[src/rtl/sync_fifo_param.sv]
// Parametrised single-clock FIFO with occupancy count, programmable
// almost-full/almost-empty thresholds, read-valid strobe and sticky error flags.
module sync_fifo_param #(
    parameter int WIDTH    = 8,
    parameter int DEPTH    = 16,
    parameter int AF_LEVEL = DEPTH - 2,
    parameter int AE_LEVEL = 2
) (
    input  logic                     clk,
    input  logic                     rst,
    input  logic                     wr,
    input  logic                     rd,
    input  logic [WIDTH-1:0]         din,
    output logic [WIDTH-1:0]         dout,
    output logic                     dout_valid,
    output logic                     full,
    output logic                     empty,
    output logic                     almost_full,
    output logic                     almost_empty,
    output logic [$clog2(DEPTH):0]   count,
    output logic                     overflow,
    output logic                     underflow
);
    localparam int AW  = $clog2(DEPTH);
    localparam int AW1 = AW + 1;
    localparam logic [AW:0] FULL_C = AW1'(DEPTH);
    localparam logic [AW:0] AF_C   = AW1'(AF_LEVEL);
    localparam logic [AW:0] AE_C   = AW1'(AE_LEVEL);

    if ((WIDTH < 1) || (DEPTH < 2) || ((DEPTH & (DEPTH - 1)) != 0) ||
        (AF_LEVEL < 1) || (AF_LEVEL > DEPTH) ||
        (AE_LEVEL < 0) || (AE_LEVEL > DEPTH - 1)) begin : g_bad_param
        $fatal(1, "sync_fifo_param: illegal WIDTH/DEPTH/AF_LEVEL/AE_LEVEL");
    end

    logic [WIDTH-1:0] mem_q [DEPTH];
    logic [AW-1:0]    wptr_q, wptr_d;
    logic [AW-1:0]    rptr_q, rptr_d;
    logic [AW:0]      count_q, count_d;
    logic [WIDTH-1:0] dout_q, dout_d;
    logic             dv_q, dv_d;
    logic             ovf_q, ovf_d;
    logic             unf_q, unf_d;
    logic             full_s, empty_s, wr_acc_s, rd_acc_s;

    // Flags decode the registered count, so acceptance sees pre-edge state.
    assign full_s   = (count_q == FULL_C);
    assign empty_s  = (count_q == {AW1{1'b0}});
    assign wr_acc_s = wr & ~full_s;
    assign rd_acc_s = rd & ~empty_s;

    // Next-state computation for pointers, count, read data and error flags.
    always_comb begin
        wptr_d  = wptr_q;
        rptr_d  = rptr_q;
        count_d = count_q;
        dout_d  = dout_q;
        dv_d    = 1'b0;
        ovf_d   = ovf_q | (wr & full_s);
        unf_d   = unf_q | (rd & empty_s);
        if (wr_acc_s) begin
            wptr_d = wptr_q + AW'(1);
        end else begin
            wptr_d = wptr_q;
        end
        if (rd_acc_s) begin
            rptr_d = rptr_q + AW'(1);
            dout_d = mem_q[rptr_q];
            dv_d   = 1'b1;
        end else begin
            rptr_d = rptr_q;
            dout_d = dout_q;
            dv_d   = 1'b0;
        end
        case ({wr_acc_s, rd_acc_s})
            2'b10:   count_d = count_q + AW1'(1);
            2'b01:   count_d = count_q - AW1'(1);
            default: count_d = count_q;
        endcase
    end

    // Control state register with synchronous reset.
    always_ff @(posedge clk) begin
        if (rst) begin
            wptr_q  <= {AW{1'b0}};
            rptr_q  <= {AW{1'b0}};
            count_q <= {AW1{1'b0}};
            dout_q  <= {WIDTH{1'b0}};
            dv_q    <= 1'b0;
            ovf_q   <= 1'b0;
            unf_q   <= 1'b0;
        end else begin
            wptr_q  <= wptr_d;
            rptr_q  <= rptr_d;
            count_q <= count_d;
            dout_q  <= dout_d;
            dv_q    <= dv_d;
            ovf_q   <= ovf_d;
            unf_q   <= unf_d;
        end
    end

    // Storage array; contents survive reset and are only reachable via pointers.
    always_ff @(posedge clk) begin
        if (!rst && wr_acc_s) begin
            mem_q[wptr_q] <= din;
        end
    end

    assign dout         = dout_q;
    assign dout_valid   = dv_q;
    assign full         = full_s;
    assign empty        = empty_s;
    assign almost_full  = (count_q >= AF_C);
    assign almost_empty = (count_q <= AE_C);
    assign count        = count_q;
    assign overflow     = ovf_q;
    assign underflow    = unf_q;
endmodule

[config.mk]
export PLATFORM = sky130hd
export DESIGN_NAME = sync_fifo_param
export DESIGN_NICKNAME = d
export VERILOG_FILES = /design/src/rtl/sync_fifo_param.sv
export SDC_FILE = /design/constraint.sdc
export NUM_CORES = 1
export LEC_CHECK = 0
export BUFFER_PORTS_ARGS = -buffer_cell sky130_fd_sc_hd__buf_4
export CAP_MARGIN = 20
export CORE_ASPECT_RATIO = 0.5
export CORE_MARGIN = 2
export CORE_UTILIZATION = 40
export DETAILED_ROUTE_END_ITERATION = 10
export GPL_ROUTABILITY_DRIVEN = 0
export PLACE_DENSITY = 0.63
export SLEW_MARGIN = 10
export SYNTH_ARGS = -nofsm -noshare
export SYNTH_HDL_FRONTEND = slang
export SYNTH_SLANG_ARGS = --single-unit
[constraint.sdc]
create_clock -name clk -period 3.1 [get_ports clk]
set_input_delay 0.31 -clock clk [delete_from_list [all_inputs] [get_ports clk]]
set_output_delay 0.31 -clock clk [all_outputs]
set_load 0.02 [all_outputs]
Word level (Yosys, flattened, before mapping)
Memory sizes are Yosys's and may differ from the RTL's. A register that Yosys moved wholly into a read port is not among the register bits.
Cells that the tools add are included.

word-level totals
  register bits = 16
  latch bits = 0
  bits in writable memories = 128
  ROM bits = 0
  bits of input ports = 12
  output and inout bits = 20
  logic and storage cells = 32
  memories = 1

memories
  name   words  width  read ports  clocked after memory_dff  write ports  line  text
  mem_q  16     8      1           1                         1            36    logic [WIDTH-1:0] mem_q [DEPTH];

operators by class
  $add $sub $neg = 4
  $mul = 0
  div/mod/pow operators = 0
  $lt $le $gt $ge = 2
  equality and inequality tests = 3
  shifts and indexed selects = 0
  multiplexer cells = 4
  bitwise logic cells = 8
  reduce and logical (&&, ||, !) cells = 4

operator list
  cell                                                                              number
  5-bit case mux with 2 select lines                                                1
  4-bit by 1-bit adder with 4-bit output, second input constant                     2
  5-bit by 1-bit adder with 5-bit output, second input constant                     1
  5-bit == test, second input constant                                              1
  5-bit by 4-bit >= comparator with 1-bit output, second input constant             1
  5-bit by 2-bit less-or-equal comparator with 1-bit output, second input constant  1
  5-bit zero test                                                                   1
  5-bit by 1-bit subtractor with 5-bit output, second input constant                1
  1-bit bitwise AND                                                                 4
  1-bit two-way mux                                                                 3
  2-bit by 1-bit == test with 1-bit output, second input constant                   1
  2-bit == test, second input constant                                              1
  1-bit NOT                                                                         2
  1-bit OR                                                                          2
  2-bit nonzero test                                                                1
  1-bit logical AND                                                                 1
  1-bit zero test                                                                   1

Depth between registers and ports, before layout
  depth after elaboration = 6
  gate-level depth with buffers = 11

Worst setup path after synthesis
Ideal clock, no wire load.

  path type = register -> register
  from = reg count_q[0] (netlist: count[0])
  to = reg count_q[4] (netlist: count[4])
  arrival = 2.694 ns
  required time = 2.979 ns
  setup slack = 0.286 ns
  cell stages (with the launch flop) = 11
  buffers on the path = 1
  path through = dfxtp_1 nor4_2 a21oi_1 buf_2 ha_1 ha_1 nor2b_1 o21ai_0 a21oi_1 or3b_1 mux2_2

on the way
  longest elaborated chain between the ends = 5

RTL lines
  item                                                                              line    text
  from (decl)                                                                       39      logic [AW:0] count_q, count_d;
  from (signal assigned)                                                            87      count_q <= {AW1{1'b0}};
  from (signal assigned)                                                            95      count_q <= count_d;
  5-bit == test / 5-bit zero test (equally long branches)                           47, 48
  1-bit NOT (on tied branches)                                                      49, 50
  1-bit bitwise AND (on tied branches)                                              49, 50
  2-bit by 1-bit == test with 1-bit output / 2-bit == test (equally long branches)  75      case ({wr_acc_s, rd_acc_s})
  5-bit case mux with 2 select lines / 2-bit nonzero test (equally long branches)   --

Several ways; a longest one is shown, not always the timed one.
A chain may end at the register's enable or synchronous reset.

Worst setup path in the final report
Same ends and word-level chain as after synthesis.

==> metrics.md <==
| Metric | Value |
|---|---|
| Slew at the pin with the worst max-slew slack | `0.872 ns` |
| Clock Sinks | `152` |
| Post-place setup slack | `0.177 ns` |
| Reg2Reg Launch Point | `count[0]$_SDFFE_PP0P_` |
| Layout net count | `456` |
| FF-to-FF setup slack | `0.19 ns` |
| Critical path buffers and inverters | `2` |
| Root Buffer | `clkbuf_16` |
| Max Clock Skew | `0.0170 ns` |
| Postcts setup bufs | `0` |
| Critical Path Most Common Cell | `inv_1` |
| Commonest non-fill, non-tap cell in the layout | `edfxtp_1` |
| PortBufs | `31` |
| Endpoint of the worst hold path | `underflow$_SDFF_PP0_` |
| Register bit total from synthesis | `152` |
| Yosys warnings | `0` |
| Share of cells above drive strength 1 | `15.7%` |
| GR peak layer | `met2` |
| Vias in the first global route | `3374` |
| Initial Util | `41.5%` |
| Crit start category | `flip-flop` |
| DRC Markers | `0` |
| Clk_lat worst skew | `0.42 ns` |
| Kind of end point of the critical path | `flip-flop` |
| Total power | `5.53 mW` |
| RSZ-0062 raised after global routing | `false` |
| Die ar. | `16300 µm²` |
| Met3 GRT Util | `5.15%` |
| Row count | `31` |
| First-pass GRT wire length | `19700 µm` |
| Total track usage | `16.9%` |
| Fill cells | `1259` |
| Slowest-stage cell, CP | `nor4_2` |
| Post-Synthesis Cells | `400` |
| DRT Pass-1 Iters | `5` |
| M2 GR Usage | `25.8%` |
| Critical Path RT | `3.40 ns` |
| DR vias | `3366` |
| Diode count | `0` |
| Leading area contributor after synthesis | `edfxtp_1` |
| Max incr delay on CP | `0.54 ns` |
| H-tree lvl count | `4` |
| Synth top area cells | `edfxtp_1, mux2i_1, dfxtp_1` |
| Met1 Use GR | `23.1%` |
| Highest clock rate | `344 MHz` |
| Depth of the worst hold-timing path | `3` |
| Post-Syn Area | `6090 µm²` |
| Most frequent cells in the layout | `edfxtp_1, mux2i_1, nor2_1, buf_4, o22ai_1` |
| Post_cts resized | `0` |
| Max-slew headroom | `41.7%` |
| Total length of routed wires | `12900 µm` |
| Util after Layout | `48.2%` |
| RR Endpoint | `count[4]$_SDFFE_PP0P_` |
| Setup CP Type | `flip-flop to flip-flop` |
| Avg Synthesized Cell Area | `15.2 µm²` |
| Min-Delay Path Class | `input pin to flip-flop` |
| Cell variety after synth | `34` |
| Crit path arrival time | `3.21 ns` |
| Syn-to-layout area delta | `16.1%` |
| Run status | `finished, final reports clean` |
| Antenna viol nets, final | `0` |
| Leakage | `2.27 nW` |
| Final-report setup violation count | `0` |
| R2R cell count | `11` |
| Worst-path clk slew | `0.06 ns` |
| Hold path start | `rd` |
| Post-synthesis net count | `422` |
| Period utilization | `93.9%` |
| Total CTS buffers | `17` |
| CTS tree | `built` |
| CP delay by family, top | `simple AND/OR/NAND/NOR gates` |
| Final HPWL DP | `8120 µm` |
| Crit path max fanout | `6` |
| PD cells | `782 nW/µm²` |
| Worst-path cell chain | `nor4_2 > a21boi_2 > inv_1 > ha_1 > inv_1 > fa_1 > nor2b_1 > o21ai_0 > nand3_1 > or3b_1 > mux2_2` |
| CTS Buffer Depth | `2` |
| DR iter-0 viols | `279` |
| Initial antenna violation count | `0` |
| Largest net degree at the start of global routing | `67` |
| Setup WS post-layout | `0.190 ns` |
| Core ar. | `14700 µm²` |
| TNS Setup | `0 ns` |
| Endpoints failing hold | `0` |
| Total grt overflow | `0` |
| IO Pins | `32` |
| Die Span X | `178 µm` |
| Final Max Slew Viols | `0` |
| WL/cell | `20.0 µm` |
| Die Ht | `91.2 µm` |
| Yosys top cell area share | `63.1%` |
| Final min period | `2.91 ns` |
| Sequential share of the synthesized area | `71.0%` |
| Max Cap Viol | `0` |
| Cts hold-fix bufs | `0` |
| Via density | `5.22` |
| VDD IR max | `0.000381 V` |
[through the flow]
| stage | std cells | instance area [µm²] | hold WS [ns] |
|---|---|---|---|
| after floorplan | 400 | 6090 | 0.409 |
| after global placement | 613 | 6490 | 0.456 |
| after detailed placement | 613 | 6490 | 0.460 |
| after CTS | 645 | 7070 | 0.117 |
| after global routing | 645 | 7070 | 0.145 |
| final | 645 | 7070 | 0.125 |
[layer usage]
metal | wire (µm) | up-vias
met5 | 0 | -
met3 | 962 | 7
met2 | 5940 | 83
met4 | 78 | 0
met1 | 5930 | 1673
li1 | - | 1603
[how the worst max path moves through the flow]
stage	startpoint	endpoint	cells past startpoint
3_3_place_gp	count[0]$_SDFFE_PP0P_	count[4]$_SDFFE_PP0P_	11
6_report	count[0]$_SDFFE_PP0P_	count[4]$_SDFFE_PP0P_	11
2_1_floorplan	count[0]$_SDFFE_PP0P_	count[4]$_SDFFE_PP0P_	10
4_1_cts	count[0]$_SDFFE_PP0P_	count[4]$_SDFFE_PP0P_	11
5_1_grt	count[0]$_SDFFE_PP0P_	count[4]$_SDFFE_PP0P_	11
3_5_place_dp	count[0]$_SDFFE_PP0P_	count[4]$_SDFFE_PP0P_	11
[power by group]
| part | switching, mW | internal (mW) | total (mW) | leakage [nW] |
|---|---|---|---|---|
| Clock | 0.814 | 1.19 | 2.00 | 0.276 |
| Sequential | 0.116 | 2.34 | 2.46 | 1.35 |
| Combinational | 0.640 | 0.425 | 1.07 | 0.639 |
[cell usage after synthesis (all sizes together)]
cell type,n
a2111oi,1
or3b,4
a21o,1
nor2b,2
fa,1
xor2,5
a21boi,1
nor2,44
or3,2
buf,14
a21oi,8
dfxtp,24
ha,9
nor4,9
and2,2
xnor2,3
nand3,3
edfxtp,128
o21ai,1
clkbuf,6
a211oi,8
inv,9
nand2,8
mux2,1
nand4,2
o22ai,32
nor3,2
nand3b,4
mux2i,66
[layout make-up]
type / instances / area, µm² / share of cell area [%]
repair buffers: 35 / 275 / 3.89
flip-flops and latches: 152 / 4330 / 61.2
multi-input cells: 219 / 1610 / 22.8
clock inverters: 14 / 149 / 2.11
inverters: 9 / 33.8 / 0.478
well taps: 198 / 248 / 3.50
clock buffers: 18 / 429 / 6.07
[sequential cells by signal, summed over array words and instances (netlist names)]
register,cells
dout_valid,1
rptr_q,4
overflow,1
mem_q,128
count,5
wptr_q,4
underflow,1
dout,8
[worst register-to-register path: cells and delay by family (launching register included)]
family,cells,cell delay (ns)
adder cells (fa/ha/maj),2,0.62
AO/OA/AOI/OAI,2,0.24
buffers and inverters,2,0.18
flip-flops,1,0.37
multiplexers,1,0.27
AND/OR/NAND/NOR,4,1.13
[cell families after synthesis]
family	after synthesis	synth area share, %
flops	152	71.0
simple gates	82	6.53
mux	67	11.0
compound gates	52	5.47
buf+inv	29	2.63
fa+ha+maj	10	2.18
xor+xnor	8	1.15
No activity file was read; power rests on OpenSTA's default activity.
